### config.mk
export PLATFORM = sky130hd
export DESIGN_NAME = uart_apb_echo_master
export DESIGN_NICKNAME = d
export VERILOG_FILES = /design/src/rtl/uart_apb_echo_master.sv
export SDC_FILE = /design/constraint.sdc
export NUM_CORES = 1
export LEC_CHECK = 0
export CORE_UTILIZATION = 35
export CTS_CLUSTER_DIAMETER = 100
export CTS_CLUSTER_SIZE = 40
export DETAILED_ROUTE_END_ITERATION = 16
export PLACE_DENSITY_LB_ADDON = 0.15
export SETUP_SLACK_MARGIN = 0.15
export SLEW_MARGIN = 20
export SYNTH_ARGS = -nofsm -noshare
export SYNTH_HDL_FRONTEND = slang
export SYNTH_SLANG_ARGS = --single-unit
### constraint.sdc
create_clock -name clk -period 1.23 [get_ports clk]
set_input_delay 0.246 -clock clk [delete_from_list [all_inputs] [get_ports clk]]
set_output_delay 0.246 -clock clk [all_outputs]
set_load 0.02 [all_outputs]
### src/rtl/uart_apb_echo_master.sv
// uart_apb_echo_master: APB3 master that sets up the UART, then echoes every received byte back to it.
// Defining UART_APB_ECHO_TIMEOUT_EN adds an ACCESS-phase timeout that aborts the transfer and retries it.
module uart_apb_echo_master #(
  parameter logic [15:0] BAUD_DIV  = 16'd104,
  parameter logic [31:0] CTRL_INIT = 32'h0000_0003,
  parameter logic [31:0] DIV_ADDR  = 32'h0000_0000,
  parameter logic [31:0] DATA_ADDR = 32'h0000_0004,
  parameter logic [31:0] STAT_ADDR = 32'h0000_0008,
  parameter logic [31:0] CTRL_ADDR = 32'h0000_000C
`ifdef UART_APB_ECHO_TIMEOUT_EN
  , parameter int unsigned TIMEOUT_CYCLES = 16
`endif
) (
  input  logic        clk,
  input  logic        resetn,
  input  logic        enable,
  output logic        out_psel,
  output logic        out_penable,
  output logic [2:0]  out_pprot,
  output logic [31:0] out_paddr,
  output logic        out_pwrite,
  output logic [31:0] out_pwdata,
  output logic [3:0]  out_pstrb,
  input  logic        in_pready,
  input  logic        in_pslverr,
  input  logic [31:0] in_prdata,
  output logic        init_done,
  output logic        err,
  output logic [7:0]  echo_count,
  output logic [7:0]  last_byte
);
  localparam logic [2:0] S_DIV     = 3'd0;
  localparam logic [2:0] S_CTRL    = 3'd1;
  localparam logic [2:0] S_POLL_RX = 3'd2;
  localparam logic [2:0] S_READ    = 3'd3;
  localparam logic [2:0] S_POLL_TX = 3'd4;
  localparam logic [2:0] S_WRITE   = 3'd5;
  logic [2:0]  r_state;
  logic [7:0]  r_byte;
  logic [2:0]  w_next;
  logic        w_poll;
  logic        w_write;
  logic [31:0] w_addr;
  logic [31:0] w_wdata;
  logic        w_unused;
`ifdef UART_APB_ECHO_TIMEOUT_EN
  localparam int TMO_W = $clog2(TIMEOUT_CYCLES + 1);
  localparam logic [TMO_W-1:0] TMO_LAST = TMO_W'(TIMEOUT_CYCLES - 1);
  logic [TMO_W-1:0] r_tmo;
`endif
  assign out_pprot = 3'b000;
  assign w_unused  = ^in_prdata[31:8];
  assign w_poll    = r_state == S_POLL_RX || r_state == S_POLL_TX;
  assign w_write   = r_state == S_DIV || r_state == S_CTRL || r_state == S_WRITE;
  assign w_addr    = r_state == S_DIV  ? DIV_ADDR :
                     r_state == S_CTRL ? CTRL_ADDR :
                     w_poll            ? STAT_ADDR : DATA_ADDR;
  assign w_wdata   = r_state == S_DIV  ? {16'b0, BAUD_DIV} :
                     r_state == S_CTRL ? CTRL_INIT : {24'b0, r_byte};
  // An errored poll counts as "not ready" so the poll repeats
  assign w_next    = r_state == S_DIV     ? S_CTRL :
                     r_state == S_POLL_RX ? (in_prdata[0] && !in_pslverr ? S_READ : S_POLL_RX) :
                     r_state == S_READ    ? S_POLL_TX :
                     r_state == S_POLL_TX ? (!in_prdata[1] && !in_pslverr ? S_WRITE : S_POLL_TX) :
                     S_POLL_RX;
  always_ff @(posedge clk) begin
    if (!resetn) begin
      out_psel    <= 1'b0;
      out_penable <= 1'b0;
      out_paddr   <= '0;
      out_pwrite  <= 1'b0;
      out_pwdata  <= '0;
      out_pstrb   <= '0;
      init_done   <= 1'b0;
      err         <= 1'b0;
      echo_count  <= '0;
      last_byte   <= '0;
      r_state     <= S_DIV;
      r_byte      <= '0;
`ifdef UART_APB_ECHO_TIMEOUT_EN
      r_tmo       <= '0;
`endif
    end else if (!out_psel) begin
      if (enable) begin
        out_psel   <= 1'b1;
        out_paddr  <= w_addr;
        out_pwrite <= w_write;
        out_pwdata <= w_wdata;
        out_pstrb  <= {4{w_write}};
      end
    end else if (!out_penable) begin
      out_penable <= 1'b1;
`ifdef UART_APB_ECHO_TIMEOUT_EN
      r_tmo       <= '0;
`endif
    end else if (in_pready) begin
      out_psel    <= 1'b0;
      out_penable <= 1'b0;
      out_pstrb   <= '0;
      r_state     <= w_next;
      if (in_pslverr) err <= 1'b1;
      if (r_state == S_CTRL) init_done <= 1'b1;
      if (r_state == S_READ) r_byte <= in_prdata[7:0];
      if (r_state == S_WRITE) begin
        last_byte  <= r_byte;
        echo_count <= echo_count + 8'd1;
      end
    end
`ifdef UART_APB_ECHO_TIMEOUT_EN
    else if (r_tmo == TMO_LAST) begin
      out_psel    <= 1'b0;
      out_penable <= 1'b0;
      out_pstrb   <= '0;
      err         <= 1'b1;
    end else r_tmo <= r_tmo + 1'b1;
`endif
  end
endmodule

Word level (Yosys, flattened, before mapping)
Cells that the tools add are included.

cells by class
  add/subtract/negate cells = 1
  equal/unequal tests = 7
  multiplexer cells = 19
  bitwise operators = 1
  reduce and logical (&&, ||, !) cells = 16

operators by type and width
  cell                   count
  $mux W4                7
  $mux W8                2
  $reduce_and A4 Y1      4
  $mux W3                4
  $add A8 B1 Y8 const B  1
  $eq A3 B2 Y1 const B   2
  $eq A3 B3 Y1 const B   2
  $mux W1                6
  $reduce_and A3 Y1      2
  $ne A2 B1 Y1 const B   2
  $eq A3 B1 Y1 const B   1
  $logic_not A3 Y1       1
  $logic_or A1 B1 Y1     3
  $logic_and A1 B1 Y1    2
  $logic_not A1 Y1       2
  $reduce_and A2 Y1      1
  $reduce_bool A2 Y1     1
  $not A1 Y1             1

storage, ports and cells
  flip-flop bits (word level) = 100
  input port bits = 37
  output and inout bits = 92
  logic and storage cells = 56

Logic depth before layout (Yosys ltp)
Gate-level depths: netlist (run 1).

  word-level depth = 7
  gate-level depth with buffers = 6

Worst setup path before layout (run 1)
Ideal clock, no wire load.

  path type = register to register
  from = register out_psel
  to = register echo_count[0]
  library setup time = 115 ps
  arrival = 1,301 ps
  data required time = 1,115 ps
  slack = -186 ps
  cell stages (with the launch flop) = 6
  period minus slack after synthesis = 1,416 ps
  cell sequence = dfxtp_1 -> nand3_2 -> or2_1 -> buf_2 -> xnor2_1 -> and2_1

on the way
  longest elaborated chain between the ends = 1

RTL lines
  item                                RTL line  RTL
  start: declaration                  17        output logic out_psel,
  start signal: assignment            68        out_psel <= 1'b0;
  start signal: assignment            85        out_psel <= 1'b1;
  start signal: assignment            97        out_psel <= 1'b0;
  $reduce_and A4 Y1 (no source line)  -
  end signal: assignment              106       echo_count <= echo_count + 8'd1;
  end: declaration                    29        output logic [7:0] echo_count,

Every way passes these cells.
A chain may end at the register's enable or synchronous reset.

Worst setup path after layout (run 1)
  from = register echo_count[2]
  to = register echo_count[6]

on the way
  longest elaborated chain between the ends = 1

RTL lines
  item           RTL line
  $add A8 B1 Y8  106

Every way passes these cells.

==> results of run 1 <==
-- Yosys cell counts, types with 2 or more instances --
cell                       number
sky130_fd_sc_hd__inv_1          3
sky130_fd_sc_hd__dfxtp_1       43
sky130_fd_sc_hd__nor2b_1       12
sky130_fd_sc_hd__nand4_1        2
sky130_fd_sc_hd__nor3_1         5
sky130_fd_sc_hd__nand2b_1       2
sky130_fd_sc_hd__nor2_1         9
sky130_fd_sc_hd__a22oi_1        3
sky130_fd_sc_hd__clkbuf_1       7
sky130_fd_sc_hd__nand3_1        2
sky130_fd_sc_hd__nand2_1       29
sky130_fd_sc_hd__a21boi_0      14
sky130_fd_sc_hd__o211ai_1       4
sky130_fd_sc_hd__a21oi_1        9
sky130_fd_sc_hd__o21ai_0        7
sky130_fd_sc_hd__buf_4         62
sky130_fd_sc_hd__and2_1         7
sky130_fd_sc_hd__buf_2          2
sky130_fd_sc_hd__a31oi_1        2
sky130_fd_sc_hd__o21a_1         3
sky130_fd_sc_hd__xnor2_1        3
sky130_fd_sc_hd__xor2_1         5
sky130_fd_sc_hd__mux2i_1        8
-- path summary, 6_finish.rpt --
check,endpoint,slack [ns]
hold reg to reg,last_byte[7]$_SDFFE_PN0P_,0.46
hold / removal,last_byte[7]$_SDFFE_PN0P_,0.46
setup / recovery,echo_count[6]$_SDFFE_PN0P_,-0.04
setup reg to reg,echo_count[6]$_SDFFE_PN0P_,-0.04
-- critical path, stage by stage, from the launching register on --
cell	delay, ns
sky130_fd_sc_hd__dfxtp_2	0.37
sky130_fd_sc_hd__buf_4	0.13
sky130_fd_sc_hd__nand4_1	0.14
sky130_fd_sc_hd__nor4_4	0.28
sky130_fd_sc_hd__xor2_1	0.18
sky130_fd_sc_hd__and2_1	0.13
-- power breakdown --
| group | switching (mW) | internal, mW | total [mW] |
|---|---|---|---|
| combinational | 0.315 | 0.181 | 0.496 |
| clock | 0.498 | 0.460 | 0.958 |
| sequential | 0.0269 | 1.41 | 1.44 |
| total | 0.840 | 2.06 | 2.90 |
-- cells by family after synthesis --
logic type	Yosys count	share of synthesized area, %
and+or+nand+nor	78	18.9
buffers and inverters	75	23.3
DFF	43	38.3
AOI/OAI and AO/OA	42	12.1
xor gates and xnor gates	8	3.11
muxes	8	3.56
adders and majority gates	1	0.556
other	1	0.167
-- state kept, by name, indices dropped and copies added (netlist names) --
name	count
echo_count	8
out_pwdata	8
r_state	3
last_byte	8
err	1
out_penable	1
out_psel	1
r_byte	8
out_pstrb	1
out_paddr	2
out_pwrite	1
init_done	1
-- metrics by stage --
stage | hold WS (ns) | setup TNS [ns] | total power [mW] | setup WS [ns]
6_report | 0.460 | -0.101 | 2.90 | -0.0433
5_1_grt | 0.479 | -1.16 | 3.05 | -0.115
3_5_place_dp | 0.444 | -12.49 | 1.91 | -0.447
2_1_floorplan | 0.361 | -0.0465 | 1.90 | -0.0434
3_3_place_gp | 0.443 | -11.77 | 1.91 | -0.421
4_1_cts | 0.456 | -0.0794 | 2.92 | -0.0254
-- area by class of cell --
cell class,count,share of cell area (%)
Clock buffer,6,2.52
Inverter,3,0.344
Clock inverter,2,0.458
Tap cell,75,2.86
Timing Repair Buffer,91,25.8
Sequential cell,43,27.8
Multi-Input combinational cell,194,40.2
-- timing repair --
| action | CTS | global route |
|---|---|---|
| gates resized for setup | 234 | 62 |
| gates cloned | 1 | 0 |
| pin swaps | 33 | 19 |
| endpoints found under the setup margin | 74 | 70 |
| buffers inserted | 12 | 5 |
| hold buffers | 0 | 0 |
-- routing by layer --
| layer | routed length, um | part of all wire (%) | GRT usage [%] | vias up |
|---|---|---|---|---|
| met5 | 0 | 0 | 0 | - |
| met3 | 265 | 5.4 | 4.62 | 7 |
| met4 | 49 | 1.0 | 4.74 | 0 |
| met1 | 2170 | 44 | 19.1 | 789 |
| li1 | - | - | - | 892 |
| met2 | 2390 | 49 | 24.9 | 61 |
==> flow_summary.toml, run 1 <==
[placement]
gp_congestion = 0.765
dpl.cell_count = 388
place_area_um2 = 2750
numPortBuffers = 47
dp_hpwl_mm = 3.43

[clock_tree]
worst_setup_hold_path_clk_slew_ns = 0.09
cts_sinks = 43
cts_made_buffers = 5
root_buffer = "sky130_fd_sc_hd__clkbuf_8"
cts_tree = "yes"
clk_path_buf_depth = 2
clock_insertion_delay_worst_skew_ns = 0.30
htreeDepth = 2

[finish]
area_delta_synth_final_pct = 45.7
filler_cell_count = 580
layout_cells_sized_above_1_pct = 47.8
fin_util_pct = 54.1
design_area_um2 = 3280
final_cell_mix = "sky130_fd_sc_hd__conb_1 (57), sky130_fd_sc_hd__buf_4 (42), sky130_fd_sc_hd__buf_6 (32), sky130_fd_sc_hd__dfxtp_2 (20), sky130_fd_sc_hd__nand2_1 (18)"
layout.cells.non_filler = 414
seq_area_um2 = 912
final_net_count = 376
antenna-diode-count = 0
most_frequent_standard_cell_in_the_layout_excluding_fill_and_tap_cells = "sky130_fd_sc_hd__conb_1"
multiInputGateArea_um2 = 1320

[setup_path]
worst_setup_path_start_kind = "flop"
critical_path.max_fanout = 3
worstSetupPathType = "reg -> reg"
timing.critical_path.required_ns = 1.47
cp-end-kind = "flop"
r2r.worst_path.cells = 5
crit_arrival_ns = 1.52
worstReg2RegStart = "echo_count[2]$_SDFFE_PN0P_"
startpoint = "echo_count[2]$_SDFFE_PN0P_"

[run]
maxCapViolCount = 0

[timing]
min_period_over_period_pct = 104
count_of_pins_over_their_slew_limit = 0
report.final.setup_viol = 5
fin_ws_ns = -0.0433
fin_crit_ns = 1.27
fmax_mhz = 785
fin_skew_ns = 0.00799
report.final.hold_viol_count = 0
rsz0062_at_grt = "true"

[die]
design.die.area_um2 = 6750
chipWidth_um = 82.2
placement_rows = 28
core-area_um2 = 6060
height_of_the_die_um = 82.2
floorplan.initialDensity_pct = 37.1
boundaryPins = 129

[synth]
synth.distinct_cells = 36
post_synth_instance_area_um2 = 2250
synth.ff_latch_count = 43
synth-async-reset-ratio_pct = 0
post_synth_main_area_contributors = "sky130_fd_sc_hd__dfxtp_1 (38%), sky130_fd_sc_hd__buf_4 (21%), sky130_fd_sc_hd__nand2_1 (4.8%)"
number_of_enable_type_register_cells_in_the_synthesized_netlist = 0
synth_flop_cell = "sky130_fd_sc_hd__dfxtp_1"
synthCells = 256
share_of_the_synthesized_area_in_the_top_cell_type_pct = 38.3
post_synthesis_mean_instance_area_um2 = 8.79
ys_warn_count = 0
post-synth-top-area-cell = "sky130_fd_sc_hd__dfxtp_1"
synth_seq_area_share_pct = 38.3

[detailed_routing]
detailedRoute.firstPassIterationCount = 4
wire_per_inst_um = 11.8
via_count = 1749
viasPerCell = 4.22
ant_nets = 0
routed_wirelength_mm = 4.87
detailedRoute.firstIterationViolations = 38
post-route-drc-count = 0

[min_path]
worstHoldPathType = "reg -> reg"
min_path_cells = 2
hold_path.startpoint = "last_byte[7]$_SDFFE_PN0P_"

[global_route]
antenna_violations_before_repair = 0
gr-total-overflow = 0
maximum_number_of_pins_on_one_net_before_global_route_repair = 24
groute.usage.overall_pct = 15.2
first_global_vias = 1551
grt_first_pass_wirelength_mm = 7.64

[power_and_ir_drop]
pwr_density_cell_nw_per_um2 = 883
vdd_ir_drop_max_mv = 0.613
total_leakage_power_nw = 1.44

[outcome]
run_status = "complete, but fails checks"
violations_in_the_final_reports = "negative setup slack"
No activity file was read; power rests on OpenSTA's default activity.
==> run 2: changes to the inputs <==
--- a/config.mk
+++ b/config.mk
@@ -5,6 +5,7 @@
 export SDC_FILE = /design/constraint.sdc
 export NUM_CORES = 1
 export LEC_CHECK = 0
+export CORE_MARGIN = 4
 export CORE_UTILIZATION = 35
 export CTS_CLUSTER_DIAMETER = 100
 export CTS_CLUSTER_SIZE = 40
==> run 2 against run 1 <==
  * The flow still finishes with violations (negative setup slack)
  * Register-to-register slack about the same
  * First-iteration DRC count up 34%
  * Combinational power shrank 2%
==> flow_summary.toml, run 2 (same netlist as run 1, synthesis figures left out) <==
[outcome]
run_status = "complete, but fails checks"
violations_in_the_final_reports = "negative setup slack"

[setup_path]
crit_arrival_ns = 1.52
reg2reg_setup_slack_ns = -0.04
critical_path.max_fanout = 5
crit_cells = 5
worstSetupPathType = "reg -> reg"
cp_cell_instances = "nand3b_4 > buf_12 > nor4_4 > xor2_1 > and2_1"
timing.critical_path.required_ns = 1.48
r2r.worst_path.cells = 5
critPathBufInv = 1
cp_top_family = "simple AND/OR/NAND/NOR gates"
cp-end-kind = "flop"
crit_path_top_delay_cell = "sky130_fd_sc_hd__dfxtp_2"
worst_path_largest_cell_delay_ns = 0.34
worst_setup_path_start_kind = "flop"

[detailed_routing]
detailedRoute.firstIterationViolations = 51
viasPerCell = 4.32
ant_nets = 0
detailedRoute.firstPassIterationCount = 4
post-route-drc-count = 0
routed_wirelength_mm = 5.20
wire_per_inst_um = 12.6
via_count = 1784

[placement]
dp_hpwl_mm = 3.48
dp_slack_ns = -0.459
dpl.cell_count = 383
gp_congestion = 0.750
numPortBuffers = 47

[min_path]
min_path_cells = 2
worstHoldPathType = "reg -> reg"

[clock_tree]
cts_sinks = 43
worst_setup_hold_path_clk_slew_ns = 0.09
clock_insertion_delay_worst_skew_ns = 0.30
cts_made_buffers = 5
htreeDepth = 2
cts_tree = "yes"
clk_path_buf_depth = 2
root_buffer = "sky130_fd_sc_hd__clkbuf_8"

[finish]
final_cell_mix = "sky130_fd_sc_hd__conb_1 (57), sky130_fd_sc_hd__buf_4 (37), sky130_fd_sc_hd__buf_6 (33), sky130_fd_sc_hd__dfxtp_2 (19)"
antenna-diode-count = 0
area_delta_synth_final_pct = 48.2
fin_util_pct = 55.0
layout_cells_sized_above_1_pct = 44.7
layout.cells.non_filler = 413
most_frequent_standard_cell_in_the_layout_excluding_fill_and_tap_cells = "sky130_fd_sc_hd__conb_1"
final_net_count = 375
filler_cell_count = 590

[global_route]
first_global_vias = 1714
groute.usage.overall_pct = 13.7
gr-total-overflow = 0
maximum_number_of_pins_on_one_net_before_global_route_repair = 43
antenna_violations_before_repair = 0
grt_first_pass_wirelength_mm = 8.28

[timing]
report.final.hold_viol_count = 0
min_period_over_period_pct = 103
rsz0062_at_grt = "true"
fin_crit_ns = 1.27
sum_of_negative_setup_slack_ns = -0.0631
report.final.setup_viol = 3
count_of_pins_over_their_slew_limit = 0
fin_ws_ns = -0.0395
fmax_mhz = 788
fin_skew_ns = 0.00872

[die]
floorplan.initialDensity_pct = 37.1
core-area_um2 = 6060
boundaryPins = 129
design.die.area_um2 = 7770
chipWidth_um = 88.2
placement_rows = 28
height_of_the_die_um = 88.2

[power_and_ir_drop]
vdd_ir_drop_max_mv = 0.543
p_clk_share_pct = 33.6
share_comb_of_total_power_pct = 16.7
total_leakage_power_nw = 1.50
power.net_switching_mw = 0.854
power.internal_mw = 2.05
power.share.switching_pct = 29.4
pwr_density_cell_nw_per_um2 = 871
seqPwrFrac_pct = 49.7

[run]
maxCapViolCount = 0
-- run 2: worst min-delay path, cell delays in order (launching register included) --
cell	delay, ns
sky130_fd_sc_hd__dfxtp_2	0.33
sky130_fd_sc_hd__nand2_1	0.05
sky130_fd_sc_hd__a21boi_1	0.05
-- run 2: power groups by stage --
stage / sequential [mW] / clock, mW / combinational (mW)
2_1_floorplan: 1.51 / 0 / 0.397
3_3_place_gp: 1.48 / 0 / 0.431
3_5_place_dp: 1.48 / 0 / 0.433
4_1_cts: 1.44 / 1.03 / 0.456
5_1_grt: 1.45 / 1.07 / 0.524
6_report: 1.44 / 0.976 / 0.486
-- run 2: metrics by stage --
stage / hold slack [ns] / power (mW) / area, um^2
after floorplan: 0.361 / 1.90 / 2510
after global placement: 0.440 / 1.91 / 2720
after detailed placement: 0.445 / 1.91 / 2720
after CTS: 0.462 / 2.93 / 3120
after global routing: 0.472 / 3.04 / 3330
final: 0.457 / 2.90 / 3330
-- run 2: layer usage --
layer / share of wire, % / routed length [um] / track usage, % / up-vias
li1: - / - / - / 888
met1: 42 / 2170 / 17.3 / 823
met2: 49 / 2550 / 22.2 / 66
met3: 7.6 / 396 / 3.39 / 7
met4: 1.7 / 86 / 5.77 / 0
met5: 0 / 0 / 0 / -
-- run 2: cell type report --
class                   count  area (um^2)  area share [%]
flip-flops and latches     43          915            27.4
repair buffers             90          908            27.3
inverters                   3         11.3           0.338
clock inverters             2         15.0           0.450
multi-input cells         194         1310            39.2
well taps                  75         93.8            2.82
clock buffers               6         82.6            2.48
-- run 2: what timing repair did --
action                     in CTS  in global routing
hold endpoints to repair        0                  0
gates resized for setup       244                 51
pin swaps                      25                 18
cloned                          0                  0
setup endpoints to repair      73                 66
hold buffers                    0                  0
buffers inserted               15                  7
-- run 2: worst paths after layout --
check / start / endpoint
max: r_state[1]$_SDFFE_PN0P_ / echo_count[6]$_SDFFE_PN0P_
min: out_pwdata[6]$_SDFFE_PN0P_ / out_pwdata[6]$_SDFFE_PN0P_
min reg2reg: out_pwdata[6]$_SDFFE_PN0P_ / out_pwdata[6]$_SDFFE_PN0P_
max reg2reg: r_state[1]$_SDFFE_PN0P_ / echo_count[6]$_SDFFE_PN0P_
